$ cat src/rtl/if_fetch_unit_pkg.sv
// Shared widths, constants and the fetch-queue entry layout for the IF stage.
package if_fetch_unit_pkg;
  localparam int INSTR_W = 32;
  localparam int ADDR_W  = 32;

  localparam logic [INSTR_W-1:0] NOP_INSTR        = 32'h0;
  localparam logic [ADDR_W-1:0]  PC_STEP          = 32'd4;
  localparam logic [ADDR_W-1:0]  DEFAULT_RESET_PC = 32'h0;

  typedef struct packed {
    logic [ADDR_W-1:0]  pc;
    logic [INSTR_W-1:0] instr;
  } fetch_entry_t;

  localparam int ENTRY_W = $bits(fetch_entry_t);

  // Instructions are word aligned; the low two address bits are simply dropped.
  function automatic logic [ADDR_W-1:0] word_align(input logic [ADDR_W-1:0] addr);
    return addr & {{(ADDR_W-2){1'b1}}, 2'b00};
  endfunction
endpackage

$ cat src/rtl/if_fetch_unit_fetch_queue.sv
// Circular-buffer FIFO holding fetched {pc, instr} entries; flush empties it in one cycle.
module fetch_queue #(
  parameter int DATA_W = 64,
  parameter int DEPTH  = 2
) (
  input  logic              clk,
  input  logic              rst,
  input  logic              push,
  input  logic              pop,
  input  logic              flush,
  input  logic [DATA_W-1:0] wr_data,
  output logic [DATA_W-1:0] rd_data,
  output logic              full,
  output logic              empty
);
  localparam int PTR_W = $clog2(DEPTH);

  logic [DATA_W-1:0] mem [DEPTH];
  logic [PTR_W-1:0]  wr_ptr;
  logic [PTR_W-1:0]  rd_ptr;
  logic [PTR_W:0]    count;
  logic              do_push;
  logic              do_pop;

  assign full    = (count == (PTR_W+1)'(DEPTH));
  assign empty   = (count == '0);
  assign do_pop  = pop & ~empty;
  // A push into a full queue is legal when the head leaves in the same cycle.
  assign do_push = push & (~full | do_pop);
  assign rd_data = mem[rd_ptr];

  always_ff @(posedge clk) begin
    if (rst || flush) begin
      wr_ptr <= '0;
      rd_ptr <= '0;
      count  <= '0;
    end else begin
      if (do_push) wr_ptr <= wr_ptr + 1'b1;
      if (do_pop)  rd_ptr <= rd_ptr + 1'b1;
      case ({do_push, do_pop})
        2'b10:   count <= count + 1'b1;
        2'b01:   count <= count - 1'b1;
        default: count <= count;
      endcase
    end
  end

  always_ff @(posedge clk) begin
    if (!rst && !flush && do_push) mem[wr_ptr] <= wr_data;
  end
endmodule

$ cat src/rtl/if_fetch_unit.sv
// Instruction-fetch stage: owns the PC, fills the fetch queue and hands words to ID.
module if_fetch_unit
  import if_fetch_unit_pkg::*;
#(
  parameter logic [ADDR_W-1:0] RESET_PC = DEFAULT_RESET_PC,
  parameter int                DEPTH    = 2,
  parameter int                CNT_W    = 32
) (
  input  logic               clk,
  input  logic               rst,
  output logic [ADDR_W-1:0]  im_addr,
  input  logic [INSTR_W-1:0] im_instr,
  input  logic               redirect_valid,
  input  logic [ADDR_W-1:0]  redirect_pc,
  output logic               out_valid,
  input  logic               out_ready,
  output logic [INSTR_W-1:0] out_instr,
  output logic [ADDR_W-1:0]  out_pc,
  output logic [CNT_W-1:0]   fetch_count
);
  logic [ADDR_W-1:0] pc;
  logic              push;
  logic              pop;
  logic              full;
  logic              empty;
  fetch_entry_t      wr_entry;
  fetch_entry_t      head;

  assign im_addr  = pc;
  assign pop      = ~empty & out_ready;
  // Redirect wins over push: the word at the old PC is stale by definition.
  assign push     = ~rst & ~redirect_valid & (~full | pop);
  assign wr_entry = '{pc: pc, instr: im_instr};

  always_ff @(posedge clk) begin
    if (rst)                 pc <= RESET_PC;
    else if (redirect_valid) pc <= word_align(redirect_pc);
    else if (push)           pc <= pc + PC_STEP;
  end

  always_ff @(posedge clk) begin
    if (rst)       fetch_count <= '0;
    else if (push) fetch_count <= fetch_count + 1'b1;
  end

  fetch_queue #(
    .DATA_W(ENTRY_W),
    .DEPTH (DEPTH)
  ) u_fetch_queue (
    .clk    (clk),
    .rst    (rst),
    .push   (push),
    .pop    (pop),
    .flush  (redirect_valid),
    .wr_data(wr_entry),
    .rd_data(head),
    .full   (full),
    .empty  (empty)
  );

  assign out_valid = ~empty;
  assign out_instr = empty ? NOP_INSTR : head.instr;
  assign out_pc    = empty ? '0 : head.pc;
endmodule
$ cat config.mk
export PLATFORM = sky130hd
export DESIGN_NAME = if_fetch_unit
export DESIGN_NICKNAME = d
export VERILOG_FILES = /design/src/rtl/if_fetch_unit_pkg.sv /design/src/rtl/if_fetch_unit_fetch_queue.sv /design/src/rtl/if_fetch_unit.sv
export SDC_FILE = /design/constraint.sdc
export NUM_CORES = 1
export LEC_CHECK = 0
export ABC_AREA = 1
export CAP_MARGIN = 25
export CORE_MARGIN = 3
export CORE_UTILIZATION = 45
export CTS_CLUSTER_DIAMETER = 60
export CTS_CLUSTER_SIZE = 8
export DETAILED_ROUTE_END_ITERATION = 7
export PLACE_DENSITY = 0.76
export SLEW_MARGIN = 20
export SYNTH_ARGS = -nofsm -noshare
export SYNTH_HDL_FRONTEND = slang
export SYNTH_HIERARCHICAL = 1
export SYNTH_SLANG_ARGS = --single-unit
$ cat constraint.sdc
create_clock -name clk -period 10.64 [get_ports clk]
set_clock_uncertainty 0.15 [all_clocks]
set_input_delay 3.192 -clock clk [delete_from_list [all_inputs] [get_ports clk]]
set_output_delay 3.192 -clock clk [all_outputs]
set_load 0.02 [all_outputs]
==> metrics, run 1 <==
status=finished, final reports clean; CP max-delay cell=clkdlybuf4s50_1; Die Span Y=151 µm; max-cap violations=0; drt total wl=around 23000 µm; Seq cells post-synth=roughly 200; hpwl dp=between 15000 and 20000 µm; delay-heaviest family, CP=buffers and inverters; wire length per cell=15.3 µm; crit start category=input port; initial antenna violation count=4; gr usage total=between 20% and 30%; minimum clock period=between 6000 and 7000 ps; Vias/cell=5.02; Worst R2R Path Depth=11; final setup TNS=0 ps; CTS max path bufs=2; syn avg cell area=approximately 9 µm²; Post-synth EDFFs=roughly 130; reg2reg start=u_fetch_queue/count[0]; Layout Utilization=between 50% and 60%; FF-to-FF setup slack=approximately 7000 ps; ANT nets after route=0; nets=about 1300; port buffer count=192; Skew-Pair Late Insertion Delay=between 400 and 500 ps; vias in the first global route=about 7400; sequence of cells on the critical path=clkdlybuf4s50_1 > nor2_2 > nand2_4 > inv_4 > o21ai_2 > or2_1 > nor2_4 > buf_4; CTS buffer count=17; area of the die=~0.023 mm²; gpl congestion=0.902; Die Wd=around 150 µm; Initial Util=a little under half; Hold Path Class=reg -> reg; H-tree depth=4; Pleak=4.35 nW; CP Max Fanout=64; # setup viols final=0; slew of the pin with the lowest slew margin=between 900 and 1000 ps; commonest non-fill, non-tap cell in the layout=nand2_1; slowest stage delay, CP=around 840 ps; drt initial violations=roughly 410; register area share after synthesis=a little over half; Reg-to-Reg End=u_fetch_queue/mem[0][54]; post-CTS setup buffers=0; number of buffer and inverter stages on the critical path=3; layout cell share with drive strength beyond 1=~11%; PostCTS Resize Cnt=0; Slew Viols, Final=0; clock sinks=roughly 200; period utilisation layout=between 50% and 60%; RSZ-0062 raised after global routing=no; Clock transition at path regs=around 70 ps; drt first pass iters=5; synth-to-layout area growth=28.7%; WP data required=~11000 ps; drc violations=0; Most used DFF post-synth=edfxtp_1; CP Capture Type=register; gr ovfl total=0; pwr dens=between 100 and 150 mW/mm²; hold-critical path depth=2; Max Clk Rate=about 0.16 GHz; # rows=52; core area=0.0204 mm²; Synth Cell Area=approximately 0.0094 mm²; io pins=~200; pin count of the biggest net entering global routing=68; post-synthesis cell count=approximately 1100; cts hold-fix bufs=0; Final Hold Viols=0; Critical Path AT=6220 ps; CTS tree=built; most frequent cells in the layout=nand2_1 (224), clkdlybuf4s50_1 (192), nor2_1 (188), inv_1 (130), edfxtp_1 (128); HP Start=u_fetch_queue/rd_ptr; root buffer cell=clkbuf_16; post-synthesis async set-or-reset flop share=0%; VDD IR max=0.0941 mV; library cells used by synthesis=47; first-pass GRT wire length=between 30000 and 40000 µm; Ant. Diodes=0; vias=7623; WS Path Type=in -> reg; Yosys Warn Count=6; slew margin rel.=approximately two fifths
stage by stage:
stage / instances / total power, mW / instance area (µm²) / hold slack (ps) / setup WS [ps]
6_report: 1519 / 1.61 / 12200 / 328 / 4320
5_1_grt: 1519 / 1.67 / 12200 / 366 / 4090
4_1_cts: 1519 / 1.62 / 12200 / 326 / 4300
3_5_place_dp: 1488 / 1.00 / 11600 / 319 / 3850
3_3_place_gp: 1488 / 0.998 / 11600 / 304 / 3920
2_1_floorplan: 1056 / 0.929 / 9470 / 297 / 3130
worst max-delay path by stage:
stage,to,cells after the start,start
2_1_floorplan,u_fetch_queue/mem[0][0],8,rst
3_3_place_gp,u_fetch_queue/mem[0][59],8,redirect_valid
3_5_place_dp,u_fetch_queue/mem[0][59],8,redirect_valid
4_1_cts,u_fetch_queue/mem[0][55],8,redirect_valid
5_1_grt,u_fetch_queue/mem[0][60],8,redirect_valid
6_report,u_fetch_queue/mem[0][54],8,redirect_valid
final cells by class:
class	count	area [µm²]
timing repair buffer	199	1970
multi-input combinational	689	3580
fill	1737	8270
inverter	135	509
clock inverter	14	150
sequential	195	5190
clock buffer	17	425
tap	270	338
Yosys cell counts (2+ instances only):
cell type,number,area (µm²)
o211ai_1,3,22.5
o32ai_1,2,17.5
a21oi_2,7,61.3
and2_1,2,12.5
o21ai_0,30,150
o21ai_2,2,17.5
a22oi_1,6,45.0
nor3_2,3,30.0
inv_1,131,492
nor3_1,7,35.0
o22ai_1,2,12.5
dfxtp_1,67,1340
a21oi_1,34,170
ha_1,2,25.0
clkbuf_1,16,60.1
o21bai_1,2,15.0
nor2_4,5,56.3
xor2_1,4,35.0
nand2_1,224,841
buf_4,9,67.6
edfxtp_1,128,3840
xnor2_1,2,17.5
nand2_2,2,12.5
nor4_1,2,12.5
mux2_2,64,721
nand3_2,2,20.0
buf_2,7,35.0
nand3b_1,5,37.5
inv_2,2,7.51
nor2_2,10,62.6
buf_6,4,45.0
nor2_1,190,713
a31oi_1,3,18.8
nand3_1,50,250
nand4_1,10,62.6
where the power goes:
group | switching [mW] | leakage [nW] | internal (mW) | total (mW)
registers | 0.0202 | 1.70 | 0.822 | 0.842
logic | 0.0768 | 2.37 | 0.0658 | 0.143
clock network | 0.309 | 0.284 | 0.315 | 0.624
registers in the layout, summed over array words and instances, names as in the netlist, named ones only:
| signal | count |
|---|---|
| fetch_count | 32 |
| im_addr | 30 |
| u_fetch_queue/count | 2 |
| u_fetch_queue/mem | 128 |
| u_fetch_queue/rd_ptr | 1 |
| u_fetch_queue/wr_ptr | 1 |
worst reg2reg max path, stage by stage, from the launching register on:
cell and delay, ps:
dfxtp_1 420, inv_2 80, nand2_1 100, inv_2 30, buf_4 320, o21ai_2 370, nand2_4 240, inv_4 350
o21ai_2 150, or2_1 290, nor2_4 90, buf_4 660
cells by family after synthesis:
family	after synthesis	share of synthesized area, %
XOR/XNOR	6	0.556
adder cells (fa/ha/maj)	2	0.265
AND/OR/NAND/NOR	517	23.2
other	1	0.0397
multiplexers	64	7.63
buffers and inverters	172	7.63
AO/OA/AOI/OAI	94	5.84
flip-flops	195	54.9
per-layer routing:
layer,part of all wire (%),track usage (%),up-vias
li1,-,-,3798
met2,47,35.2,268
met4,2.2,7.34,8
met5,0.23,0,-
met3,8.5,5.69,48
met1,42,24.4,3501
Power figures use the tool's default switching activity.
==> run 2: changes to the inputs <==
clock period = 6.6 ns   (was 10.64 ns; I/O delays follow)
==> run 2 against run 1 <==
Compared with the run above:
- combinational power rose by 62%
- critical path depth fell by 3
- highest routed layer unchanged
- die area did not move
- critical path type is now reg -> out
- core utilization rose by 0.38 points
- worst setup slack got worse by 2800 ps
- clock power rose by 71%
- sequential cell count did not move
- power rose by 65%
==> metrics, run 2 (synthesized netlist as in run 1, its figures left out) <==
status=finished, final reports clean; Vias/cell=approximately 5.0; first-pass GRT wire length=roughly 37000 µm; vias=~7700; Die Wd=about 150 µm; cts hold-fix bufs=0; Initial Util=between 40% and 50%; CTS buffer count=17; max reg flops=roughly 130; RSZ-0062 raised after global routing=no; CTS tree=built; gr ovfl total=0; clock sinks=between 150 and 200; min setup slack post-route=approximately 1600 ps; port buffer count=~190; CTS max path bufs=2; Die Span Y=151 µm; Clock transition at path regs=around 70 ps; H-tree depth=4; crit start category=register; pin count of the biggest net entering global routing=just under 70; slew margin rel.=38.1%; minimum clock period=a little over 5000 ps; sequence of cells on the critical path=buf_4 > mux2_2 > inv_1 > nor2_1 > clkdlybuf4s50_1; area of the die=0.0228 mm²; hold-critical path depth=2; Skew-Pair Late Insertion Delay=roughly 440 ps; gpl congestion=0.932; Layout Utilization=~60%; slowest stage delay, CP=roughly 820 ps; wire length per cell=15.5 µm; hpwl dp=roughly 16000 µm; period utilisation layout=76.3%; max-cap violations=0; gr usage total=20.4%; # rows=52; core area=a little over 0.02 mm²; CP Max Fanout=35; nets=approximately 1300; Pleak=4.38 nW; vias in the first global route=7329; Max Clk Rate=about 0.20 GHz; Place WS=1480 ps; FF-to-FF setup slack=just under 3000 ps; Worst R2R Path Depth=11; WP data required=~4500 ps; CP Capture Type=output port; most frequent cells in the layout=nand2_1 (224), clkdlybuf4s50_1 (192), nor2_1 (188), inv_1 (130), edfxtp_1 (128); HP Start=u_fetch_queue/rd_ptr; drt first pass iters=5; reg2reg start=u_fetch_queue/count[0]; Slew Viols, Final=0; drt total wl=roughly 24000 µm; ANT nets after route=0; Final Hold Viols=0; CP max-delay cell=dfxtp_2; Overall Power=2.66 mW; initial antenna violation count=5; drc violations=0; Biggest register=u_fetch_queue/mem; final setup TNS=0 ps; slew of the pin with the lowest slew margin=slightly above 900 ps; synth-to-layout area growth=29.5%; root buffer cell=clkbuf_16; commonest non-fill, non-tap cell in the layout=nand2_1; VDD IR max=approximately 0.15 mV; io pins=197; Reg-to-Reg End=u_fetch_queue/mem[0][46]; drt initial violations=between 500 and 600; Hold Path Class=reg -> reg; Critical Path AT=2900 ps; layout cell share with drive strength beyond 1=a little under an eighth; post-CTS setup buffers=0; pwr dens=between 200 and 250 mW/mm²; WS Path Type=reg -> out; PostCTS Resize Cnt=0; # setup viols final=0
-- run 2: cell types whose count changed in the layout (fill, tap and decap cells not counted) --
| cell | change |
|---|---|
| clkinv_4 | -3 |
| inv_12 | +3 |
| buf_12 | +2 |
| clkinv_8 | +2 |
| inv_6 | -2 |
| clkinv_2 | +1 |
| diode_2 | +1 |
| buf_4 | -1 |
-- run 2: power breakdown --
| group | internal (mW) | total, mW | switching (mW) |
|---|---|---|---|
| logic | 0.107 | 0.231 | 0.124 |
| registers | 1.32 | 1.36 | 0.0330 |
| clock network | 0.527 | 1.07 | 0.542 |
| total | 1.96 | 2.66 | 0.698 |
-- run 2: final cells by class --
class / instances / area [µm²]
flip-flops and latches: 195 / 5190
multi-input cells: 689 / 3580
inverters: 135 / 509
well taps: 270 / 338
repair buffers: 200 / 2010
diodes: 1 / 2.50
clock buffers: 17 / 425
fillers: 1703 / 8190
clock inverters: 15 / 193
-- run 2: worst max path at each step --
stage | startpoint | to | slack [ps] | cells after the start
after floorplan | rst | u_fetch_queue/mem[0][0] | 310 | 8
after global placement | redirect_valid | u_fetch_queue/mem[0][60] | 1530 | 9
after detailed placement | redirect_valid | u_fetch_queue/mem[0][59] | 1480 | 9
after global routing | register | out_pc[19] | 1410 | 5
final | register | out_pc[19] | 1570 | 5
after CTS | register | out_pc[19] | 1500 | 5
-- run 2: stage by stage --
step                      instance area (µm²)  cells  hold WS (ps)
after detailed placement                11600   1489           314
final                                   12200   1522           328
after floorplan                          9470   1056           297
after global routing                    12200   1521           360
after global placement                  11600   1489           304
after CTS                               12200   1521           326
-- run 2: worst max-delay path, delay by kind of cell, from the launching register on --
family | cells | cell delay (ps)
DFF | 1 | 820
buffers and inverters | 3 | 1190
muxes | 1 | 400
and+or+nand+nor | 1 | 40
-- run 2: per-layer routing --
layer / share of wire [%] / routed length [µm] / vias up / track usage (%)
li1: - / - / 3811 / -
met1: 42 / 9850 / 3556 / 25.4
met2: 47 / 11100 / 254 / 34.4
met3: 8.8 / 2080 / 38 / 6.01
met4: 1.9 / 459 / 10 / 5.71
met5: 0.25 / 58 / - / 0
